$ cat config.mk
export PLATFORM = sky130hd
export DESIGN_NAME = ysyx_23060332_ifu_flat
export DESIGN_NICKNAME = d
export VERILOG_FILES = /design/src/rtl/ysyx_23060332_ifu_pkg.sv /design/src/rtl/ysyx_23060332_ifu_if.sv /design/src/rtl/ysyx_23060332_pc_reg.sv /design/src/rtl/ysyx_23060332_ifu.sv /design/src/flat_wrapper.sv
export SDC_FILE = /design/constraint.sdc
export NUM_CORES = 1
export LEC_CHECK = 0
export ABC_CLOCK_PERIOD_IN_PS = 2500
export BUFFER_PORTS_ARGS = -buffer_cell sky130_fd_sc_hd__clkbuf_2
export CORE_UTILIZATION = 46
export CTS_CLUSTER_DIAMETER = 200
export DETAILED_ROUTE_END_ITERATION = 10
export PLACE_DENSITY = 0.76
export SLEW_MARGIN = 10
export SYNTH_ARGS = -nofsm -noshare
export SYNTH_HDL_FRONTEND = slang
export SYNTH_SLANG_ARGS = --single-unit
$ cat constraint.sdc
create_clock -name clk -period 2.5 [get_ports clk]
set_clock_uncertainty 0.05 [all_clocks]
set_input_delay 0.75 -clock clk [delete_from_list [all_inputs] [get_ports clk]]
set_output_delay 0.75 -clock clk [all_outputs]
set_load 0.1 [all_outputs]
$ cat src/rtl/ysyx_23060332_ifu_pkg.sv
// Shared types and constants for the ysyx_23060332 instruction fetch unit.
package ysyx_23060332_ifu_pkg;

  localparam int          INST_W       = 32;  // InstBus
  localparam int          ADDR_W       = 32;  // InstAddrBus
  localparam logic [31:0] RESET_PC_VAL = 32'h8000_0000;

  typedef enum logic [1:0] {
    IFU_IDLE = 2'd0,
    IFU_REQ  = 2'd1,
    IFU_WAIT = 2'd2,
    IFU_OUT  = 2'd3
  } ifu_state_e;

  function automatic logic [31:0] word_align(input logic [31:0] a);
    return a & 32'hFFFF_FFFC;
  endfunction

endpackage

$ cat src/rtl/ysyx_23060332_ifu_if.sv
// Instruction-memory and IDU-facing handshake bundle of the IFU.
interface ysyx_23060332_ifu_if;
  import ysyx_23060332_ifu_pkg::*;

  logic              imem_req_valid;
  logic              imem_req_ready;
  logic [ADDR_W-1:0] imem_req_addr;
  logic              imem_resp_valid;
  logic [INST_W-1:0] imem_resp_data;
  logic              imem_resp_err;

  logic              inst_valid;
  logic              inst_ready;
  logic [INST_W-1:0] inst_o;
  logic [ADDR_W-1:0] inst_addr;
  logic              inst_err;

  modport master (
    output imem_req_valid, imem_req_addr,
    input  imem_req_ready, imem_resp_valid, imem_resp_data, imem_resp_err,
    output inst_valid, inst_o, inst_addr, inst_err,
    input  inst_ready
  );

  modport slave (
    input  imem_req_valid, imem_req_addr,
    output imem_req_ready, imem_resp_valid, imem_resp_data, imem_resp_err,
    input  inst_valid, inst_o, inst_addr, inst_err,
    output inst_ready
  );
endinterface

$ cat src/rtl/ysyx_23060332_pc_reg.sv
// Program counter: redirect load has priority over the +4 increment.
module ysyx_23060332_pc_reg
  import ysyx_23060332_ifu_pkg::*;
#(
  parameter logic [31:0] RESET_PC = RESET_PC_VAL
) (
  input  logic        clk,
  input  logic        rst_n,
  input  logic        load,
  input  logic [31:0] load_addr,
  input  logic        inc,
  output logic [31:0] pc,
  output logic [31:0] pc_nxt
);

  always_comb begin
    pc_nxt = pc;
    if (load)     pc_nxt = word_align(load_addr);
    else if (inc) pc_nxt = pc + 32'd4;
  end

  always_ff @(posedge clk or negedge rst_n) begin
    if (!rst_n) pc <= RESET_PC;
    else        pc <= pc_nxt;
  end

endmodule

$ cat src/rtl/ysyx_23060332_ifu.sv
// Instruction fetch unit: one outstanding word fetch, redirect with
// wrong-path kill, and a one-entry output buffer towards the IDU.
//
// state | meaning
// IDLE  | after reset, move to REQ next edge
// REQ   | request pc to imem, held until accepted
// WAIT  | waiting for the response (dropped if kill or redirect)
// OUT   | buffered instruction offered to IDU
module ysyx_23060332_ifu
  import ysyx_23060332_ifu_pkg::*;
#(
  parameter logic [31:0] RESET_PC = RESET_PC_VAL
) (
  input  logic                clk,
  input  logic                rst_n,
  input  logic                jump_flag,
  input  logic [31:0]         jump_addr,
  ysyx_23060332_ifu_if.master bus
);

  ifu_state_e  state, state_nxt;
  logic        kill, kill_nxt;
  logic        pc_inc, capture;
  logic [31:0] pc, pc_nxt;
  logic [31:0] req_addr;
  logic [31:0] buf_inst, buf_addr;
  logic        buf_err;

  ysyx_23060332_pc_reg #(.RESET_PC(RESET_PC)) u_pc_reg (
    .clk       (clk),
    .rst_n     (rst_n),
    .load      (jump_flag),
    .load_addr (jump_addr),
    .inc       (pc_inc),
    .pc        (pc),
    .pc_nxt    (pc_nxt)
  );

  always_comb begin
    state_nxt = state;
    kill_nxt  = kill;
    pc_inc    = 1'b0;
    capture   = 1'b0;
    case (state)
      IFU_IDLE: state_nxt = IFU_REQ;
      IFU_REQ: begin
        if (bus.imem_req_ready) state_nxt = IFU_WAIT;
        if (jump_flag)          kill_nxt  = 1'b1;
      end
      IFU_WAIT: begin
        if (bus.imem_resp_valid) begin
          kill_nxt = 1'b0;
          if (kill || jump_flag) begin
            state_nxt = IFU_REQ;
          end else begin
            capture   = 1'b1;
            state_nxt = IFU_OUT;
          end
        end else if (jump_flag) begin
          kill_nxt = 1'b1;
        end
      end
      IFU_OUT: begin
        if (jump_flag) begin
          state_nxt = IFU_REQ;
        end else if (bus.inst_ready) begin
          pc_inc    = 1'b1;
          state_nxt = IFU_REQ;
        end
      end
      default: state_nxt = IFU_IDLE;
    endcase
  end

  always_ff @(posedge clk or negedge rst_n) begin
    if (!rst_n) begin
      state <= IFU_IDLE;
      kill  <= 1'b0;
    end else begin
      state <= state_nxt;
      kill  <= kill_nxt;
    end
  end

  // Request address is latched on REQ entry so a redirect during REQ
  // cannot disturb a request that is still waiting for ready.
  always_ff @(posedge clk or negedge rst_n) begin
    if (!rst_n)                                     req_addr <= RESET_PC;
    else if (state_nxt == IFU_REQ && state != IFU_REQ) req_addr <= pc_nxt;
  end

  always_ff @(posedge clk or negedge rst_n) begin
    if (!rst_n) begin
      buf_inst <= 32'h0;
      buf_addr <= RESET_PC;
      buf_err  <= 1'b0;
    end else if (capture) begin
      buf_inst <= bus.imem_resp_data;
      buf_addr <= pc;
      buf_err  <= bus.imem_resp_err;
    end
  end

  assign bus.imem_req_valid = (state == IFU_REQ);
  assign bus.imem_req_addr  = req_addr;
  assign bus.inst_valid     = (state == IFU_OUT);
  assign bus.inst_o         = buf_inst;
  assign bus.inst_addr      = buf_addr;
  assign bus.inst_err       = buf_err;

endmodule
$ cat src/flat_wrapper.sv
// flat-port wrapper written by rule: the top's interface ports become plain ports
module ysyx_23060332_ifu_flat import ysyx_23060332_ifu_pkg::*;
#(
  parameter logic [31:0] RESET_PC = RESET_PC_VAL
)
  (clk, rst_n, jump_flag, jump_addr, bus_imem_req_valid, bus_imem_req_addr, bus_imem_req_ready, bus_imem_resp_valid, bus_imem_resp_data, bus_imem_resp_err, bus_inst_valid, bus_inst_o, bus_inst_addr, bus_inst_err, bus_inst_ready);
  ysyx_23060332_ifu_if bus_i ();
  input  logic clk;
  input  logic rst_n;
  input  logic jump_flag;
  input  logic [31:0] jump_addr;
  output wire logic [$bits(bus_i.imem_req_valid)-1:0] bus_imem_req_valid;
  output wire logic [$bits(bus_i.imem_req_addr)-1:0] bus_imem_req_addr;
  input wire logic [$bits(bus_i.imem_req_ready)-1:0] bus_imem_req_ready;
  input wire logic [$bits(bus_i.imem_resp_valid)-1:0] bus_imem_resp_valid;
  input wire logic [$bits(bus_i.imem_resp_data)-1:0] bus_imem_resp_data;
  input wire logic [$bits(bus_i.imem_resp_err)-1:0] bus_imem_resp_err;
  output wire logic [$bits(bus_i.inst_valid)-1:0] bus_inst_valid;
  output wire logic [$bits(bus_i.inst_o)-1:0] bus_inst_o;
  output wire logic [$bits(bus_i.inst_addr)-1:0] bus_inst_addr;
  output wire logic [$bits(bus_i.inst_err)-1:0] bus_inst_err;
  input wire logic [$bits(bus_i.inst_ready)-1:0] bus_inst_ready;
  assign bus_imem_req_valid = bus_i.imem_req_valid;
  assign bus_imem_req_addr = bus_i.imem_req_addr;
  assign bus_i.imem_req_ready = bus_imem_req_ready;
  assign bus_i.imem_resp_valid = bus_imem_resp_valid;
  assign bus_i.imem_resp_data = bus_imem_resp_data;
  assign bus_i.imem_resp_err = bus_imem_resp_err;
  assign bus_inst_valid = bus_i.inst_valid;
  assign bus_inst_o = bus_i.inst_o;
  assign bus_inst_addr = bus_i.inst_addr;
  assign bus_inst_err = bus_i.inst_err;
  assign bus_i.inst_ready = bus_inst_ready;
  ysyx_23060332_ifu #(.RESET_PC(RESET_PC)) u_core (.clk(clk), .rst_n(rst_n), .jump_flag(jump_flag), .jump_addr(jump_addr), .bus(bus_i));
endmodule
==> key figures, run 1 <==
STA
  • Endpoints failing hold: 0
  • WHS: between 0.2 and 0.25 ns
  • Tmin final: approximately 2.4 ns
  • Setup violations, final: 0
  • Tightest Pin Transition: 0.589 ns
  • Crit share post-route: ~98%
  • Maximum clock rate: just over 0.4 GHz
  • Rel. slew slack: between 60% and 70%
  • Max-slew violations: 0

Floorplanning
  • Die X: roughly 110 microns
  • Die ar.: 12,600 sq um
  • Rows: 39
  • DIE HEIGHT: between 100 and 150 microns
  • Ports: between 150 and 200
  • Initial core utilization: between 40% and 50%
  • Area of the core: between 10,000 and 15,000 sq um

Flow run
  • MaxCap Viol Count: 0

Hold path
  • Worst hold path class: primary input to async pin

Route
  • WL final: approximately 13,000 microns
  • Iteration-0 DRC count of the detailed router: between 200 and 250
  • Wire length per cell: around 17 microns
  • DRT Pass-1 Iters: 4
  • Drt via density: about 5.5
  • Antenna viol nets, final: 0
  • DR vias: 4,287
  • Remaining DRCs: 0

Clocking
  • Worst-Skew Late Latency: a little over 0.4 ns
  • CTS tree: built
  • CTS H-Tree Depth: 4
  • Clk sinks: about 130
  • Clock root cell: clkbuf_16
  • Worst-path clk slew: 0.05 ns
  • Cts hold-fix bufs: 0
  • CTS Buffer Depth: 2
  • Clock buffer count from CTS: 17

Cells and area
  • Area Growth Syn to Fin: 33.9%
  • Antenna cells: 0
  • Cell Count, Final, Fillers Out: roughly 800
  • Nets: approximately 700
  • Finished Cell Area: between 7000 and 8000 sq um
  • Layout cells sized above 1: a little over half

Worst setup path
  • Setup crit end kind: flip-flop
  • Crit Path Max Fanout: 16
  • Arrival @ worst endpoint: ~2.8 ns
  • Crit start category: flip-flop
  • Crit path kind: flip-flop to flip-flop
  • Crit path required time: 2.80 ns

Logic synthesis
  • Synth unique cells: 42
  • Count leader, synth: dfrtp_1
  • Post-synth EDFFs: 0
  • Post-Syn Area per Cell: 12.8 sq um
  • Area contributors post-synth: dfrtp_1, mux2_2, a31oi_1
  • Seq/Total Area, Yosys: between 50% and 60%
  • Post-synth top cells: dfrtp_1, mux2_2, nand2_1, nor2_1, a31oi_1
  • Synth Cell Area: roughly 5600 sq um
  • Post-synth ARST share: between 90% and 100%
  • FF+latch count, synth: ~130
  • Synth top area share: 57.6%
  • Top FF cell, synth: dfrtp_1
  • YS warnings: 0
  • Synthesized instance count: 437
  • Cell taking the most area after synthesis: dfrtp_1
  • Post-Synthesis Net Count: 513

Placement
  • Port Buffers: around 170
  • Post-Place Cells: about 740
  • Dpl hpwl: between 9000 and 10,000 microns
  • Placed instance area: roughly 6800 sq um
  • RePlAce Congestion: roughly 0.85

Global route
  • Gr ovfl total: 0
  • Met2 Use GR: 35.6%
  • Grt peak-use layer: met2
  • Gr usage total: ~22%
  • Largest net degree at the start of global routing: 47
  • First-pass GRT wire length: roughly 21,000 microns
  • Initial antenna violation count: 0
  • Met1 usage: approximately 28%
  • Met3 Use GR: 6.70%
  • Vias in the first global route: 4,317

Outcome
  • Outcome: complete, no violations
state kept, by name, summed over array words and instances, names as in the netlist:
signal / cells
u_core.state: 2
u_core.bus.inst_addr: 32
u_core.u_pc_reg.pc: 32
u_core.bus.inst_err: 1
u_core.kill: 1
u_core.bus.inst_o: 32
u_core.bus.imem_req_addr: 32
cell families after synthesis:
logic type | count (synthesis) | synth area share (%)
AO/OA/AOI/OAI | 58 | 6.60
XOR/XNOR | 8 | 1.25
adder cells (fa/ha/maj) | 5 | 1.12
buffers and inverters | 35 | 2.59
flip-flops | 132 | 59.0
multiplexers | 98 | 19.7
AND/OR/NAND/NOR | 101 | 9.84
critical path, stage by stage, from the launching register on:
cell and delay [ns]:
dfrtp_2 0.40, ha_4 0.22, nand3_4 0.09, or4_1 0.50
buf_4 0.21, or4_1 0.51, a31oi_2 0.23, mux2_2 0.18
layer usage:
| layer | share of wire, % | up-vias |
|---|---|---|
| met5 | 0 | - |
| met4 | 1.5 | 0 |
| met3 | 7.0 | 17 |
| met2 | 47 | 163 |
| met1 | 44 | 2131 |
| li1 | - | 1976 |
metrics by stage:
step	utilization, %	worst slack (ns)	TNS (ns)
finish	64.4	0.0545	0
global route	64.4	-0.00626	-0.00626
CTS	63.7	0.0206	0
detailed placement	58.4	-0.311	-5.29
global placement	58.4	-0.231	-3.33
floorplan	-	0.00176	0
cells in the final DEF, fill, tap and decap left out, drive strengths merged:
cell type,count
a21o,2
a21oi,3
a22oi,1
a311oi,1
a31o,1
a31oi,18
and3,1
and4,1
buf,26
bufinv,4
clkbuf,189
clkinv,6
dfrtp,129
dfstp,3
ha,5
inv,11
mux2,97
mux2i,1
nand2,21
nand3,14
nand3b,1
nand4,7
nor2,19
nor2b,4
nor3,5
nor3b,1
nor4,4
o211ai,2
o21ai,16
o311ai,2
o31ai,12
or2,1
or3,7
or4,15
xnor2,6
xor2,2
final timing paths:
check,from,end,slack (ns),depth (start not counted)
worst min-delay path,rst_n,u_core.bus.inst_addr[17]$_DFFE_PN0P_,0.21,1
max in group asynchronous,rst_n,u_core.u_pc_reg.pc[31]$_DFF_PN1_,1.54,2
worst min register to register,u_core.u_pc_reg.pc[1]$_DFF_PN0_,u_core.bus.inst_addr[1]$_DFFE_PN0P_,0.45,1
min in group clk,u_core.u_pc_reg.pc[1]$_DFF_PN0_,u_core.bus.inst_addr[1]$_DFFE_PN0P_,0.45,1
worst max register to register,u_core.state[0]$_DFF_PN0_,u_core.bus.imem_req_addr[31]$_DFFE_PN1P_,0.05,7
worst max-delay path,u_core.state[0]$_DFF_PN0_,u_core.bus.imem_req_addr[31]$_DFFE_PN1P_,0.05,7
cell type report:
cell class / count / area, sq um
timing repair buffer: 193 / 1120
clock inverter: 10 / 154
sequential: 132 / 3310
multi-input combinational: 270 / 2240
tap: 143 / 179
inverter: 11 / 41.3
fill: 903 / 4150
clock buffer: 22 / 464
repair_timing:
item                                    4_1_cts  5_1_grt
hold endpoints to repair                      0        0
endpoints found under the setup margin        0       31
buffers inserted                              0        4
gates resized for setup                       0        4
Power of run 1 is not shown: default switching activity piles up to over one toggle a cycle in this logic, so the estimate is an artifact.
==> run 2: changes to the inputs <==
--- a/config.mk
+++ b/config.mk
@@ -5,12 +5,14 @@
 export SDC_FILE = /design/constraint.sdc
 export NUM_CORES = 1
 export LEC_CHECK = 0
+export ABC_AREA = 1
 export ABC_CLOCK_PERIOD_IN_PS = 2500
 export BUFFER_PORTS_ARGS = -buffer_cell sky130_fd_sc_hd__clkbuf_2
-export CORE_UTILIZATION = 46
+export CORE_UTILIZATION = 49
+export CTS_BUF_LIST = sky130_fd_sc_hd__clkbuf_4 sky130_fd_sc_hd__clkbuf_8
 export CTS_CLUSTER_DIAMETER = 200
 export DETAILED_ROUTE_END_ITERATION = 10
-export PLACE_DENSITY = 0.76
+export PLACE_DENSITY = 0.78
 export SLEW_MARGIN = 10
 export SYNTH_ARGS = -nofsm -noshare
 export SYNTH_HDL_FRONTEND = slang
==> run 2 against run 1 <==
Net effect:
- register-to-register slack gained 0.38 ns
- synthesized cell count rose by 50%
- final area is 0.15% lower
- sequential share of layout area hardly changed
- highest routed layer unchanged
==> key figures, run 2 <==
Global route
  • Initial antenna violation count: 0 (unchanged)
  • Vias in the first global route: 4,932 (+14%)
  • Met2 Use GR: 37.3% (+1.8 points)
  • Gr ovfl total: 0 (unchanged)
  • Met3 Use GR: 7.66% (+0.96 points)
  • Met1 usage: 31.2% (+3.1 points)
  • Gr usage total: 24.1% (+2.0 points)
  • First-pass GRT wire length: 23,700 microns (+11%)
  • Grt peak-use layer: met2
  • Largest net degree at the start of global routing: 55 (+17%)

Worst setup path
  • CP max-delay cell: buf_2
  • Crit Path Max Fanout: 5 (-11)
  • Critical Path, Cell by Cell: ha_1 > buf_2
  • Arrival @ worst endpoint: 1.63 ns (-1.12 ns)
  • Largest stage delay on the critical path: 0.47 ns (-0.04 ns)
  • Crit path kind: flip-flop to primary output
  • Crit start category: flip-flop
  • Setup crit end kind: primary output
  • Crit path required time: 1.70 ns (-1.10 ns)

Outcome
  • Outcome: complete, no violations

STA
  • Setup violations, final: 0 (unchanged)
  • Setup TNS: 0 ns (unchanged)
  • Maximum clock rate: 0.411 GHz (+0.56%)
  • Tmin final: 2.43 ns (-0.0137 ns)
  • Endpoints failing hold: 0 (unchanged)
  • Crit share post-route: 97.3% (-0.55 points)
  • RSZ-0062 raised after global routing: false
  • Rel. slew slack: 61.3% (+0.37 points)
  • Tightest Pin Transition: 0.584 ns (-0.00557 ns)
  • Max-slew violations: 0 (unchanged)

Clocking
  • CTS Buffer Depth: 2 (unchanged)
  • CTS H-Tree Depth: 4 (unchanged)
  • Clk sinks: 132 (unchanged)
  • CTS tree: built
  • Worst-path clk slew: 0.08 ns (+0.03 ns)
  • Cts hold-fix bufs: 0 (unchanged)
  • Clock buffer count from CTS: 17 (unchanged)
  • Clock root cell: clkbuf_8
  • Worst-Skew Late Latency: 0.44 ns (+0.03 ns)

Placement
  • Dpl hpwl: 10,700 microns (+17%)
  • Post-Place Cells: 957 (+29%)
  • Port Buffers: 167 (unchanged)
  • RePlAce Congestion: 0.898 (+5.3%)

Logic synthesis
  • Simple-gate area share of the yosys netlist: 24.7% (+15 points)
  • Post-Syn Area per Cell: 9.22 sq um (-28%)
  • Synth unique cells: 33 (-21%)
  • Top FF cell, synth: dfrtp_1
  • Area contributors post-synth: dfrtp_1, nand2_1, mux2_2
  • Post-Synthesis Net Count: 733 (+43%)
  • Mux contribution to synthesized area: 6.88% (-13 points)
  • Synth top area share: 53.3% (-4.2 points)
  • Cell taking the most area after synthesis: dfrtp_1
  • Adder-cell share of the synthesized area: 1.03% (-0.082 points)
  • Synthesized instance count: 657 (+50%)
  • Post-synth EDFFs: 0 (unchanged)
  • Synth Cell Area: 6060 sq um (+8.0%)
  • Post-synth top cells: nand2_1, dfrtp_1, inv_1, o21ai_0, nand3_1
  • Post-synth ARST share: 100% (unchanged)
  • FF+latch count, synth: 132 (unchanged)
  • Count leader, synth: nand2_1
  • Seq/Total Area, Yosys: 54.6% (-4.3 points)
  • Post-synthesis compound-gate area fraction: 5.43% (-1.2 points)
  • YS warnings: 0 (unchanged)
  • Synth Area in XOR/XNOR: 1.74% (+0.49 points)
  • Largest family of logic cells by synthesized area: simple AND/OR/NAND/NOR gates

Route
  • Wire length per cell: 14.4 microns (-15%)
  • Antenna viol nets, final: 0 (unchanged)
  • Drt via density: 5.00 (-9.0%)
  • WL final: 14,300 microns (+7.0%)
  • Remaining DRCs: 0 (unchanged)
  • DRT Pass-1 Iters: 4 (unchanged)
  • DR vias: 4,941 (+15%)
  • Iteration-0 DRC count of the detailed router: 175 (-23%)

Cells and area
  • Antenna cells: 0 (unchanged)
  • Nets: 905 (+29%)
  • Commonest cells after routing, fill and taps aside: nand2_1, clkbuf_2, dfrtp_1, inv_1, o21ai_0
  • Area Growth Syn to Fin: 23.9%
  • Cell Count, Final, Fillers Out: 989 (+27%)
  • Most common cell after layout, fill and taps aside: nand2_1
  • Layout cells sized above 1: 34.0% (-18 points)
  • Layout fillers: 1,071 (+19%)

Flow run
  • MaxCap Viol Count: 0 (unchanged)

Floorplanning
  • Area of the core: 12,000 sq um (+3.0%)
  • Rows: 40 (+2.6%)
  • Ports: 170 (unchanged)
  • DIE HEIGHT: 113 microns (+0.66%)
  • Die X: 113 microns (+0.66%)
  • Initial core utilization: 50.4% (+2.3 points)
  • Die ar.: 12,800 sq um (+1.3%)

Hold path
  • Worst hold path class: primary input to async pin
[run 2: changes by cell type in the layout (fill, tap and decap cells not counted), moves of 16 or more]
cell,delta
o21ai_0,+27
clkbuf_16,-18
nand2_1,+197
nand3_1,+29
a31oi_1,-16
clkbuf_8,+16
mux2_2,-52
inv_1,+46
[run 2: logic make-up (layout without fill, tap and decap cells)]
logic type,Yosys count,in the layout
compound gates,60,60
xor+xnor,12,12
fa+ha+maj,5,5
buf+inv,82,267
flops,132,132
mux,37,37
simple gates,329,329
[run 2: timing repair]
item / CTS / global route
gates resized for setup: 1 / 1
pin swaps: 0 / 0
hold endpoints to repair: 0 / 0
buffers inserted: 0 / 0
endpoints found under the setup margin: 1 / 1
cloned: 0 / 0
[run 2: worst paths after layout]
kind,start,endpoint,slack (ns),depth (start not counted)
worst min register to register,u_core.bus.imem_req_addr[23]$_DFFE_PN0P_,u_core.bus.imem_req_addr[23]$_DFFE_PN0P_,0.43,2
worst min-delay path,rst_n,u_core.u_pc_reg.pc[13]$_DFF_PN0_,0.21,1
min in group clk,u_core.bus.imem_req_addr[23]$_DFFE_PN0P_,u_core.bus.imem_req_addr[23]$_DFFE_PN0P_,0.43,2
worst max-delay path,u_core.state[1]$_DFF_PN0_,bus_inst_valid,0.07,2
worst max register to register,u_core.state[0]$_DFF_PN0_,u_core.bus.inst_addr[25]$_DFFE_PN0P_,0.43,9
max in group asynchronous,rst_n,u_core.u_pc_reg.pc[31]$_DFF_PN1_,1.52,2
[run 2: critical path, delay by kind of cell (launching register included)]
family,cells,cell delay (ns)
buffers and inverters,1,0.47
adders and majority gates,1,0.30
DFF,1,0.42
[run 2: through the flow]
stage                     util (%)  setup slack (ns)  hold WS (ns)  cell area, sq um
final                         62.4            0.0682         0.209              7500
after detailed placement      59.1             0.262         0.416              7090
after CTS                     62.4            0.0185         0.205              7500
after floorplan                  -            0.0290         0.404              6060
after global placement        59.1             0.278         0.415              7090
after global routing          62.4            0.0132         0.223              7500
[run 2: final cells by class]
cell class,count,area (sq um),share of cell area [%]
clock buffers,21,270,3.60
clock inverters,11,135,1.80
inverters,58,220,2.94
multi-input cells,443,2410,32.2
flip-flops and latches,132,3310,44.1
well taps,147,184,2.45
repair buffers,177,970,12.9
[run 2: layer usage]
metal  part of all wire, %  wire length (microns)  vias up
li1                      -                      -     2432
met1                    45                   6360     2302
met2                    46                   6590      184
met3                   7.6                   1080       23
met4                   1.7                    240        0
met5                     0                      0        -
Power of run 2 is left out for the same reason.
